==> config.mk <==
export PLATFORM = sky130hd
export DESIGN_NAME = ps2_host_tx
export DESIGN_NICKNAME = d
export VERILOG_FILES = /design/src/rtl/ps2_host_tx.sv
export SDC_FILE = /design/constraint.sdc
export NUM_CORES = 1
export LEC_CHECK = 0
export CORE_UTILIZATION = 42
export CTS_BUF_LIST = sky130_fd_sc_hd__clkbuf_2 sky130_fd_sc_hd__clkbuf_4 sky130_fd_sc_hd__clkbuf_8
export DETAILED_ROUTE_END_ITERATION = 7
export DONT_BUFFER_PORTS = 1
export SLEW_MARGIN = 20
export SYNTH_ARGS = -nofsm -noshare
export SYNTH_HDL_FRONTEND = slang
export SYNTH_SLANG_ARGS = --single-unit
==> constraint.sdc <==
create_clock -name clk_kb -period 3.2 [get_ports clk_kb]
set_clock_uncertainty 0.05 [all_clocks]
set_input_delay 0 -clock clk_kb [delete_from_list [all_inputs] [get_ports clk_kb]]
set_output_delay 0 -clock clk_kb [all_outputs]
set_load 0.01 [all_outputs]
==> src/rtl/ps2_host_tx.sv <==
// rtl/ps2_host_tx.sv - PS/2 host-to-device command transmitter
// Inhibit, request-to-send, then shift 8 data bits, odd parity and stop, and check the device ACK.
module ps2_host_tx #(
  parameter int unsigned INHIBIT_CYC  = 953,
  parameter int unsigned RTS_CYC      = 10,
  parameter int unsigned START_TO_CYC = 142860,
  parameter int unsigned PKT_TO_CYC   = 19048
) (
  input  logic       clk_kb,
  input  logic       rst_n,
  input  logic [7:0] tx_data,
  input  logic       tx_valid,
  output logic       tx_ready,
  output logic       busy,
  output logic       done,
  output logic       error,
  output logic [1:0] err_code,
  output logic       rx_inhibit,
  input  logic       ps2_clk_i,
  input  logic       ps2_dat_i,
  output logic       ps2_clk_oe,
  output logic       ps2_dat_oe
);

  typedef enum logic [2:0] {
    S_IDLE,
    S_INHIBIT,
    S_RTS,
    S_SHIFT,
    S_WAIT_IDLE
  } state_t;

  localparam logic [17:0] INHIBIT_LAST = 18'(INHIBIT_CYC - 1);
  localparam logic [17:0] RTS_LAST     = 18'(RTS_CYC - 1);
  localparam logic [17:0] START_TO     = 18'(START_TO_CYC);
  // Counter restarts on the cycle of edge 1, so it lags that edge by one.
  localparam logic [17:0] PKT_LAST     = 18'(PKT_TO_CYC - 1);

  localparam logic [1:0] ERR_NONE  = 2'b00;
  localparam logic [1:0] ERR_START = 2'b01;
  localparam logic [1:0] ERR_PKT   = 2'b10;
  localparam logic [1:0] ERR_NOACK = 2'b11;

  state_t      state_q, state_d;
  logic [17:0] cnt_q, cnt_d;
  logic [3:0]  bit_cnt_q, bit_cnt_d;
  logic [9:0]  frame_q, frame_d;
  logic        dat_oe_q, dat_oe_d;
  logic [1:0]  err_code_q, err_code_d;
  logic        clk_s1, clk_s2, clk_prev;
  logic        dat_s1, dat_s2;
  logic        fall;

  assign fall       = clk_prev & ~clk_s2;
  assign tx_ready   = (state_q == S_IDLE);
  assign busy       = (state_q != S_IDLE);
  assign rx_inhibit = busy;
  assign err_code   = error ? err_code_d : err_code_q;

  always_ff @(posedge clk_kb or negedge rst_n) begin
    if (!rst_n) begin
      clk_s1     <= 1'b1;
      clk_s2     <= 1'b1;
      clk_prev   <= 1'b1;
      dat_s1     <= 1'b1;
      dat_s2     <= 1'b1;
      state_q    <= S_IDLE;
      cnt_q      <= '0;
      bit_cnt_q  <= '0;
      frame_q    <= '0;
      dat_oe_q   <= 1'b0;
      err_code_q <= ERR_NONE;
    end else begin
      clk_s1     <= ps2_clk_i;
      clk_s2     <= clk_s1;
      clk_prev   <= clk_s2;
      dat_s1     <= ps2_dat_i;
      dat_s2     <= dat_s1;
      state_q    <= state_d;
      cnt_q      <= cnt_d;
      bit_cnt_q  <= bit_cnt_d;
      frame_q    <= frame_d;
      dat_oe_q   <= dat_oe_d;
      err_code_q <= err_code_d;
    end
  end

  always_comb begin
    state_d    = state_q;
    cnt_d      = (cnt_q == '1) ? cnt_q : cnt_q + 18'd1;
    bit_cnt_d  = bit_cnt_q;
    frame_d    = frame_q;
    dat_oe_d   = dat_oe_q;
    err_code_d = err_code_q;
    done       = 1'b0;
    error      = 1'b0;
    ps2_clk_oe = 1'b0;
    ps2_dat_oe = 1'b0;

    case (state_q)
      S_IDLE: begin
        if (tx_valid) begin
          frame_d    = {1'b1, ~^tx_data, tx_data};
          err_code_d = ERR_NONE;
          cnt_d      = '0;
          state_d    = S_INHIBIT;
        end
      end

      S_INHIBIT: begin
        ps2_clk_oe = 1'b1;
        if (cnt_q >= INHIBIT_LAST) begin
          cnt_d   = '0;
          state_d = S_RTS;
        end
      end

      S_RTS: begin
        ps2_clk_oe = 1'b1;
        ps2_dat_oe = 1'b1;
        if (cnt_q >= RTS_LAST) begin
          cnt_d     = '0;
          bit_cnt_d = '0;
          dat_oe_d  = 1'b1;
          state_d   = S_SHIFT;
        end
      end

      S_SHIFT: begin
        ps2_dat_oe = dat_oe_q;
        // A detected edge always wins over a timeout expiring in the same cycle.
        if (fall) begin
          bit_cnt_d = bit_cnt_q + 4'd1;
          if (bit_cnt_q == 4'd0) begin
            cnt_d = '0;
          end
          if (bit_cnt_q == 4'd10) begin
            if (!dat_s2) begin
              dat_oe_d = 1'b0;
              state_d  = S_WAIT_IDLE;
            end else begin
              error      = 1'b1;
              err_code_d = ERR_NOACK;
            end
          end else begin
            dat_oe_d = ~frame_q[0];
            frame_d  = {1'b1, frame_q[9:1]};
          end
        end else if (bit_cnt_q == 4'd0 && cnt_q >= START_TO) begin
          error      = 1'b1;
          err_code_d = ERR_START;
        end else if (bit_cnt_q != 4'd0 && cnt_q >= PKT_LAST) begin
          error      = 1'b1;
          err_code_d = ERR_PKT;
        end
        if (error) begin
          ps2_dat_oe = 1'b0;
          dat_oe_d   = 1'b0;
          state_d    = S_IDLE;
        end
      end

      S_WAIT_IDLE: begin
        if (clk_s2 && dat_s2) begin
          done    = 1'b1;
          state_d = S_IDLE;
        end
      end

      default: state_d = S_IDLE;
    endcase
  end

endmodule

# == Word level (Yosys, flattened, before mapping) ==
# Index checks and enable logic that the tools add are counted.
# W data, S select, Z words.
# word_totals
reg_bits,43
in_bits,13
output_inout_bits,9
# op_classes
n_addsub,2
n_lt_le_gt_ge,4
n_eq_ne,16
mux,49
n_bitwise,3
reduce_logical,15
# op_table
op,count
$mux W18,6
$pmux W18 S4,1
$mux W10,3
$mux W3,8
$pmux W10 S2,1
$add A18 B1 Y18 const B,1
$eq A18 B18 Y1 const B,1
$ge A18 B10 Y1 const B,1
$ge A18 B15 Y1 const B,1
$ge A18 B18 Y1 const B,1
$ge A18 B4 Y1 const B,1
$mux W1,16
$pmux W3 S5,1
$mux W2,7
$ne A2 B2 Y1 const B,6
$ne A3 B3 Y1 const B,3
$mux W4,2
$pmux W4 S2,1
$reduce_and A4 Y1,2
$reduce_xnor A8 Y1,1
$reduce_and A7 Y1,1
$eq A3 B2 Y1 const B,2
$add A4 B1 Y4 const B,1
$eq A4 B4 Y1 const B,1
other kinds (15),20

# == Depth between registers and ports, before layout ==
# Gate-level depths: netlist of run 1.
# depth
ltp_word,8
ltp_mapped,9

# == Worst setup path after synthesis of run 1 ==
# Ideal clock, no wire load.
# synth_timing
path_kind,reg2reg
from,register cnt_q[0]
to,register bit_cnt_q[3]
setup_time_ns,0.069
arrival_ns,1.721
required_time_ns,3.081
path_slack_ns,1.360
path_stages_with_launch,8
n_path_buf,0
synth_period_minus_slack_ns,1.840
path_cell_list,dfrtp_1 > inv_1 > ha_1 > nor2b_1 > o311ai_4 > o311ai_2 > or4_1 > nand3_1
# synth_via
elab_chain_cells,3
# synth_rtl
element,line,rtl
start: declaration,45,"logic [17:0] cnt_q, cnt_d;"
start signal: assignment,80,cnt_q <= cnt_d;
$ge A18 B4 Y1,121,if (cnt_q >= RTS_LAST) begin
$ne A2 B2 Y1 (no source line),-,
$reduce_and A3 Y1 (no source line),-,
end signal: assignment,81,bit_cnt_q <= bit_cnt_d;
end: declaration,46,"logic [3:0] bit_cnt_q, bit_cnt_d;"
# No other way between the ends.
# A chain may end at the register's enable or synchronous reset.

# == Worst setup path after layout of run 1 ==
# layout_timing
from,register cnt_q[0]
to,output port ps2_dat_oe
# layout_via
elab_chain_cells,8
elab_cells_between_ends,10
# layout_rtl
element,line,rtl
$ge A18 B15 Y1,152,end else if (bit_cnt_q != 4'd0 && cnt_q >= PKT_LAST) begin
$logic_and A1 B1 Y1,152,
$mux W1,152,
$mux W1 (*),149,end else if (bit_cnt_q == 4'd0 && cnt_q >= START_TO) begin
$mux W1 (*),132,if (fall) begin
$mux W1 (*),100,case (state_q)
$mux W1 (*),156,if (error) begin
$pmux W1 S2 (*),100,
end: declaration,22,output logic ps2_dat_oe
# Every way passes the cells marked *; elsewhere a longest branch is shown, timed or not. The select of a mux whose other input is x is not followed.

==> reports/metrics.cfg, run 1 <==
[outcome]
status=finished, final reports clean

[clocking]
root_buffer=clkbuf_8
cts_sinks=43
cts_buffer_depth=2
numCtsBuffers=5
cts_resized=0
clk_pin_slew_ns=0.09
cts_tree=done
h-tree-depth=2
insertion_delay_ns=0.30

[setup_path]
cp_max_fo=7
critPathMaxStageDelay_ns=0.47
crit_required_ns=3.15
path_class=reg -> out
cp-end-kind=primary output
cp_cell_sequence=ha_1 -> a211oi_1 -> nor4b_2 -> o31ai_2 -> nand2_1 -> a31oi_1
worstSetupStartpointType=register
critPathBufInv=0
cp_top_family=compound AO/OA/AOI/OAI gates
crit_slowest_cell=o31ai_2
worstPathArrival_ns=2.30

[detailed_routing]
viasPerCell=5.69
wirelength_um=5910
drt-wirelength-per-cell_um=15.4
via_count=2180
drt-initial-drc-count=140
ant_nets=0
drc=0
dr.pass1.iters=4

[sta]
period_needed_ns=2.35
hold_viol_final=0
period_share_pct=73.3
finalSetupViolCount=0
worst_slew_pin_slew_ns=0.663
setup_tns_ns=0
rsz0062_at_grt=false
slew_viol_final=0
slew_headroom_pct=55.8
fmax_ghz=0.426

[die]
core-area_sq_um=6030
dieArea_sq_um=6650
dieHeight_um=81.6
io_pins=22
die_w_um=81.6
start_util_pct=44.1
num_rows=28

[global_route]
antenna_found_initial=0
grt_usage_pct=19.9
grt_pass1_wl_um=10100
grt_max_degree=44
grt_pass1_vias=2068
overflow=0

[worst_hold_path]
hold_class=in -> reg

[logic_synthesis]
synth-main-ff-cell=dfrtp_1
seq_area_frac_synth_pct=40.7
syn-mean-instance-area_sq_um=8.80
ys_seq_elements=43
syn-num-nets=322
synth_edf_count=0
synthesis.instances=302
yosys_warnings=0
async_flop_share_pct=100
synth_cell_types=57
syn_area_sq_um=2660

[finish]
multi_input_area_sq_um=1440
final_cells=383
register_area_sq_um=1080
fillerInstances=599
area_growth_pct=9.41
finalNetCount=327
antenna_cells=0
drive_gt1_share_pct=8.44

[run]
maxCapViolations=0

[placed_design]
routabilityCongestion=0.833
port_buffers=0
dpl.hpwl_um=4180
dpl.cell_count=362

[power]
pwr_density_cell_nw_per_um2=726
vdd_drop_max_v=0.000362
p_leak_nw=1.18

[synth_stat cells (2+ instances only)]
library cell / n / share of area [%]
nor3_1: 12 / 2.3
a31oi_1: 14 / 3.3
and2_1: 2 / 0.47
nor2_1: 35 / 4.9
inv_1: 12 / 1.7
xnor2_1: 10 / 3.3
clkbuf_1: 5 / 0.71
a22oi_1: 2 / 0.56
o211ai_1: 9 / 2.5
nand2_1: 42 / 5.9
mux2i_1: 2 / 0.75
nor2b_1: 2 / 0.47
and3_1: 3 / 0.71
nand3_1: 10 / 1.9
o31ai_1: 4 / 1.1
dfrtp_1: 38 / 36
dfstp_2: 5 / 4.9
buf_2: 7 / 1.3
a21o_1: 2 / 0.56
nand3b_1: 4 / 1.1
o21a_1: 3 / 0.85
buf_4: 2 / 0.56
or3_1: 2 / 0.47
ha_1: 7 / 3.3
and3b_1: 2 / 0.66
o2111ai_1: 3 / 0.99
a21oi_1: 8 / 1.5
o21ai_0: 13 / 2.4
xor2_1: 9 / 3.0
nand4_1: 5 / 1.2
buf_6: 2 / 0.85
[final timing paths]
check | start | end | slack [ns] | cells after the start
max | cnt_q[0]$_DFF_PN0_ | ps2_dat_oe | 0.85 | 6
min | tx_valid | state_q[1]$_DFFE_PN0P_ | 0.04 | 4
max reg2reg | cnt_q[0]$_DFF_PN0_ | cnt_q[16]$_DFF_PN0_ | 0.95 | 7
min reg2reg | clk_s1$_DFF_PN1_ | clk_s2$_DFF_PN1_ | 0.31 | 0
max in group asynchronous | rst_n | clk_prev$_DFF_PN1_ | 2.69 | 2
min in group asynchronous | rst_n | cnt_q[15]$_DFF_PN0_ | 0.15 | 2
[layout make-up]
class,instances,area share [%]
clock inverters,3,0.817
flip-flops and latches,43,37.2
clock buffers,5,2.37
repair buffers,14,5.33
well taps,75,3.23
multi-input cells,231,49.5
inverters,12,1.55
[per-stage QoR]
step / instance area, sq um / setup slack (ns) / power [W] / hold slack (ns) / utilization (%)
after detailed placement: 2670 / 0.927 / 0.00174 / -0.343 / 44.3
after CTS: 2910 / 0.819 / 0.00214 / 0.0184 / 48.3
final: 2910 / 0.854 / 0.00211 / 0.0355 / 48.3
after global routing: 2910 / 0.617 / 0.00231 / 0.0541 / 48.3
after global placement: 2670 / 1.00 / 0.00172 / -0.343 / 44.3
after floorplan: 2660 / 1.36 / 0.00161 / -0.346 / -
[layout by cell type, fill, tap and decap left out, types with 2 or more instances in the layout]
master and n:
xor2_1 9, a22oi_1 2, or3_1 2, dfrtp_1 38, a31oi_1 14, nand3_1 10, o21ai_0 13, o21a_1 3
mux2i_1 2, nor2b_1 2, nor3_1 12, nand3b_1 4, o31ai_1 4, clkinvlp_4 2, a21o_1 2, and3b_1 2
dfstp_2 5, inv_1 12, and3_1 3, nor2_1 35, ha_1 7, xnor2_1 10, a21oi_1 8, and2_1 2
o211ai_1 9, clkbuf_8 5, nand4_1 5, dlygate4sd3_1 12, nand2_1 42, o2111ai_1 3
[power by group]
group          internal [W]  total, W  switching (W)
logic              0.000343  0.000938       0.000595
clock network      0.000156  0.000364       0.000207
registers          0.000674  0.000811       0.000137
[worst min-delay path, delay by kind of cell]
kind / cells / cell delay (ns)
compound gates: 3 / 0.31
simple gates: 1 / 0.04
[metal layers]
metal | track usage, % | wire (um) | part of all wire, %
met4 | 6.07 | 67 | 1.1
met1 | 27.7 | 2920 | 49
met3 | 3.67 | 200 | 3.4
met2 | 31.3 | 2730 | 46
met5 | 0 | 0 | 0
[kinds of logic after synthesis]
| kind of cell | Yosys count | share of synthesized area (%) |
|---|---|---|
| AO/OA/AOI/OAI | 70 | 19.1 |
| XOR/XNOR | 19 | 6.26 |
| adder cells (fa/ha/maj) | 7 | 3.29 |
| buffers and inverters | 28 | 5.13 |
| flip-flops | 43 | 40.7 |
| multiplexers | 2 | 0.753 |
| AND/OR/NAND/NOR | 133 | 24.8 |
[state kept, by name (all words and copies together) (netlist names)]
signal      count
dat_s1          1
clk_s1          1
dat_s2          1
err_code_q      2
state_q         3
bit_cnt_q       4
cnt_q          18
dat_oe_q        1
frame_q        10
clk_s2          1
clk_prev        1
[repair_timing]
| item | 4_1_cts | 5_1_grt |
|---|---|---|
| buffers inserted | 0 | 0 |
| hold buffers | 13 | 0 |
| hold endpoints to repair | 55 | 0 |
Note: power is estimated with default switching activity, not from simulation.
==> run 2: changes to the inputs <==
Clock period 3.2 ns to 1.9 ns, I/O delays scaled along.
==> run 2 against run 1 <==
Sequential power grew 65%. Count of clock-buffer cells in the layout stayed put. Worst setup slack worse by 1.1 ns. Die area stayed put. The run now ends with setup timing left.
==> reports/metrics.cfg, run 2 (same netlist as run 1, synthesis figures left out) <==
[finish]
largest_registers=cnt_q x18, frame_q x10, bit_cnt_q x4
mostFrequentLayoutCells=nand2_1 (41), buf_4 (41), dfrtp_1 (35)
multi_input_area_sq_um=1690
finalNetCount=375
register_area_sq_um=1090
antenna_cells=0
largest_reg_flops=18
drive_gt1_share_pct=32.6
final_cells=431
fillerInstances=507
regMostFlops=cnt_q
area_growth_pct=36.1

[die]
dieHeight_um=81.6
start_util_pct=44.1
dieArea_sq_um=6650
num_rows=28
core-area_sq_um=6030
die_w_um=81.6
io_pins=22

[setup_path]
reg2reg_depth=7
crit_end=err_code[1]
crit_slowest_cell=or4b_4
cp_top_family=simple AND/OR/NAND/NOR gates
cp-end-kind=primary output
cp_max_fo=4
cp_cell_sequence=or4b_4 -> nor4b_4 -> o31ai_4 -> buf_4 -> a21o_4 -> nand2_4
reg2reg_slack_ns=-0.19
path_class=reg -> out
critPathBufInv=1
r2r-end=err_code_q[0]$_DFF_PN0_
worstSetupStartpointType=register
cp_num_cells=6
critPathMaxStageDelay_ns=0.55
r2r-start=cnt_q[8]$_DFF_PN0_
critPathLaunch=cnt_q[8]$_DFF_PN0_
crit_required_ns=1.85
worstPathArrival_ns=2.12

[detailed_routing]
drt-initial-drc-count=156
wirelength_um=6900
dr.pass1.iters=4
viasPerCell=5.55
drc=0
ant_nets=0
via_count=2392
drt-wirelength-per-cell_um=16.0

[clocking]
numCtsBuffers=5
cts_buffer_depth=2
root_buffer=clkbuf_8
insertion_delay_ns=0.30
cts_sinks=43
cts_tree=done
clk_pin_slew_ns=0.09
h-tree-depth=2

[sta]
slew_viol_final=0
period_needed_ns=2.17
hold_ws_ns=0.0519
period_share_pct=114
rsz0062_at_grt=true
slew_headroom_pct=70.4
hold_viol_final=0
fmax_ghz=0.460
fin_ws_ns=-0.273
worst_slew_pin_slew_ns=0.444
finalSetupViolCount=11

[global_route]
grt_usage_pct=21.7
antenna_found_initial=0
grt_max_degree=44
grt_pass1_vias=2302
overflow=0
grt_pass1_wl_um=11000

[worst_hold_path]
hold_class=in -> reg
min_from=tx_valid

[placed_design]
dpl.cell_count=398
routabilityCongestion=0.848
place_ws_ns=-0.0805
dpl.hpwl_um=4610
port_buffers=0

[outcome]
status=complete, but fails checks
violations=setup timing

[power]
pwr_density_cell_nw_per_um2=1350
vdd_drop_max_v=0.00102
p_leak_nw=1.50

[run]
maxCapViolations=0

[run 2: repair_timing]
item	CTS	global route
setup endpoints to repair	12	36
gates resized for setup	32	42
buffers inserted	7	5
hold buffers	13	0
hold endpoints to repair	55	0
pin swaps	11	21
gates cloned	2	1
[run 2: final cells by class]
class	instances	area share, %
clock buffers	5	1.90
clock inverters	3	0.726
inverters	12	1.38
multi-input cells	231	46.8
flip-flops and latches	43	30.0
well taps	75	2.59
repair buffers	62	16.6
[run 2: through the flow]
step / TNS (ns) / util (%) / total power [W] / area (sq um)
detailed placement: -0.212 / 49.0 / 0.00331 / 2950
global route: -3.40 / 60.1 / 0.00523 / 3620
finish: -1.55 / 60.1 / 0.00490 / 3620
global placement: -0.0680 / 49.0 / 0.00329 / 2950
floorplan: 0 / - / 0.00271 / 2660
CTS: -1.76 / 56.6 / 0.00455 / 3410
[run 2: where the power goes]
part	switching, W	internal (W)	leakage, nW
combinational	0.00149	0.00143	0.918
clock	0.000364	0.000273	0.0495
sequential	0.000200	0.00114	0.529
[run 2: layer usage]
layer | up-vias | routed length [um] | share of wire [%] | track usage, %
met5 | - | 0 | 0 | 0
met4 | 0 | 73 | 1.1 | 5.36
met3 | 8 | 216 | 3.1 | 3.67
met2 | 41 | 3320 | 48 | 36.7
met1 | 1167 | 3290 | 48 | 28.6
li1 | 1176 | - | - | -
[run 2: worst min-delay path: stages]
cell and delay [ns]:
nand2_1 0.05, a31oi_1 0.13, o211ai_1 0.12, o22ai_1 0.07
[run 2: worst min path at each step]
stage / cells after the start / slack, ns / end
after detailed placement: 0 / -0.34 / cnt_q[9]$_DFF_PN0_
after global placement: 0 / -0.34 / cnt_q[16]$_DFF_PN0_
final: 4 / 0.05 / state_q[0]$_DFFE_PN0P_
after floorplan: 0 / -0.35 / bit_cnt_q[0]$_DFFE_PN0P_
after global routing: 4 / 0.06 / state_q[0]$_DFFE_PN0P_
after CTS: 4 / 0.02 / state_q[1]$_DFFE_PN0P_
==> run 3: changes to the inputs <==
Settings changed: SLEW_MARGIN 20 to not set, TNS_END_PERCENT set to 10.
Clock period 1.9 ns to 2.5 ns, I/O delays scaled along.
==> run 3 against run 2 <==
The flow now finishes without violations. First-iteration DRC count is 3.8% higher. Worst setup slack improved by 0.46 ns. Utilization is 10 points lower. Worst hold slack got worse by 0.035 ns. Register-to-register slack gained 0.62 ns. Non-clock buffer count down 44. Combinational power shrank 57%. Clock power up 2%. Critical path depth is 1 lower. Sequential power shrank 22%. Via count shrank 7.9%. Final area decreased by 17%. Largest cell class unchanged.
==> reports/metrics.cfg, run 3 (same netlist as run 1, synthesis figures left out) <==
[finish]
drive_gt1_share_pct=9.62
largest_reg_flops=18
antenna_cells=0
register_area_sq_um=1080
mostFrequentLayoutCells=nand2_1 (42), dfrtp_1 (38), nor2_1 (35)
finalNetCount=331
multi_input_area_sq_um=1450
regMostFlops=cnt_q
largest_registers=cnt_q x18, frame_q x10, bit_cnt_q x4
mostFrequentLayoutCell=nand2_1
fillerInstances=590
area_growth_pct=12.5

[clocking]
insertion_delay_ns=0.30
numCtsBuffers=5
h-tree-depth=2
clk_pin_slew_ns=0.09
root_buffer=clkbuf_8
cts_sinks=43
post_cts_buffers=0
cts_tree=done
cts_buffer_depth=2

[detailed_routing]
wirelength_um=6140
drt-initial-drc-count=162
dr.pass1.iters=4
via_count=2202
ant_nets=0
viasPerCell=5.69
drt-wirelength-per-cell_um=15.9
drc=0

[setup_path]
worstSetupStartpointType=register
crit_required_ns=2.45
path_class=reg -> out
cp_max_fo=7
cp-end-kind=primary output
worstPathArrival_ns=2.26

[power]
vdd_drop_max_v=0.000534
p_sw_share_pct=41.0
internal_power_w=0.00174
clockPowerShare_pct=22.1
combPwrFrac_pct=42.6
pwr_density_cell_nw_per_um2=984
p_sw_w=0.00121
power_frac_seq_pct=35.3
p_leak_nw=1.23

[placed_design]
port_buffers=0
routabilityCongestion=0.849
dpl.hpwl_um=4270

[die]
io_pins=22
dieArea_sq_um=6650
die_w_um=81.6
start_util_pct=44.1
dieHeight_um=81.6
num_rows=28
core-area_sq_um=6030

[global_route]
grt_pass1_vias=2145
grt_usage_pct=19.9
grt_max_degree=44
grt_pass1_wl_um=10000
overflow=0
antenna_found_initial=0

[sta]
slew_headroom_pct=65.1
rsz0062_at_grt=false
hold_ws_ns=0.0173
hold_viol_final=0
fmax_ghz=0.433
worst_slew_pin_slew_ns=0.522
finalSetupViolCount=0
period_needed_ns=2.31
slew_viol_final=0
period_share_pct=92.4
setup_tns_ns=0

[run]
maxCapViolations=0

[worst_hold_path]
hold_class=in -> reg

[outcome]
status=finished, final reports clean

[run 3: power groups by stage]
| stage | sequential (W) | clock (W) | combinational, W |
|---|---|---|---|
| after floorplan | 0.000967 | 0 | 0.00109 |
| after CTS | 0.00103 | 0.000669 | 0.00125 |
| after detailed placement | 0.00105 | 0 | 0.00121 |
| after global routing | 0.00106 | 0.000699 | 0.00142 |
| final | 0.00104 | 0.000650 | 0.00125 |
| after global placement | 0.00104 | 0 | 0.00120 |
[run 3: per-layer routing]
metal / global-route usage (%) / vias up / part of all wire [%]
li1: - / 1082 / -
met1: 26.2 / 1075 / 46
met2: 32.6 / 41 / 49
met3: 3.78 / 4 / 3.7
met4: 6.61 / 0 / 0.81
met5: 0 / - / 0
[run 3: path summary, 6_finish.rpt]
| path | start | to | slack (ns) | cells past startpoint |
|---|---|---|---|---|
| setup reg to reg | state_q[0]$_DFFE_PN0P_ | frame_q[4]$_DFFE_PN0P_ | 0.43 | 5 |
| max in group asynchronous | rst_n | clk_s2$_DFF_PN1_ | 1.99 | 2 |
| min in group asynchronous | rst_n | bit_cnt_q[3]$_DFFE_PN0P_ | 0.15 | 2 |
| hold reg to reg | clk_s1$_DFF_PN1_ | clk_s2$_DFF_PN1_ | 0.31 | 0 |
| hold / removal | tx_valid | state_q[0]$_DFFE_PN0P_ | 0.02 | 4 |
| setup / recovery | cnt_q[8]$_DFF_PN0_ | err_code[0] | 0.19 | 5 |
[run 3: layout make-up]
class,instances,area share [%]
inverters,12,1.51
clock inverters,3,2.26
repair buffers,18,6.19
flip-flops and latches,43,36.2
multi-input cells,231,48.4
clock buffers,5,2.30
well taps,75,3.14
[run 3: repair_timing]
item                                    CTS  global route
endpoints found under the setup margin    0             1
hold buffers                             13             0
resized for setup                         0             1
hold endpoints to repair                 55             0
[run 3: critical path, stage by stage, from the launching register on]
cell and delay [ns]:
dfrtp_1 0.45, or4b_1 0.57, nor4b_2 0.41, o31ai_4 0.14
o31ai_1 0.20, o21ai_0 0.21
[run 3: through the flow]
stage | instances | power [W] | instance area [sq um] | setup slack [ns] | util, %
CTS | 387 | 0.00295 | 2980 | 0.163 | 49.5
finish | 387 | 0.00294 | 2990 | 0.191 | 49.6
global route | 387 | 0.00318 | 2990 | 0.0382 | 49.6
global placement | 366 | 0.00224 | 2700 | 0.481 | 44.8
floorplan | 302 | 0.00206 | 2660 | 0.660 | -
detailed placement | 366 | 0.00226 | 2700 | 0.441 | 44.8
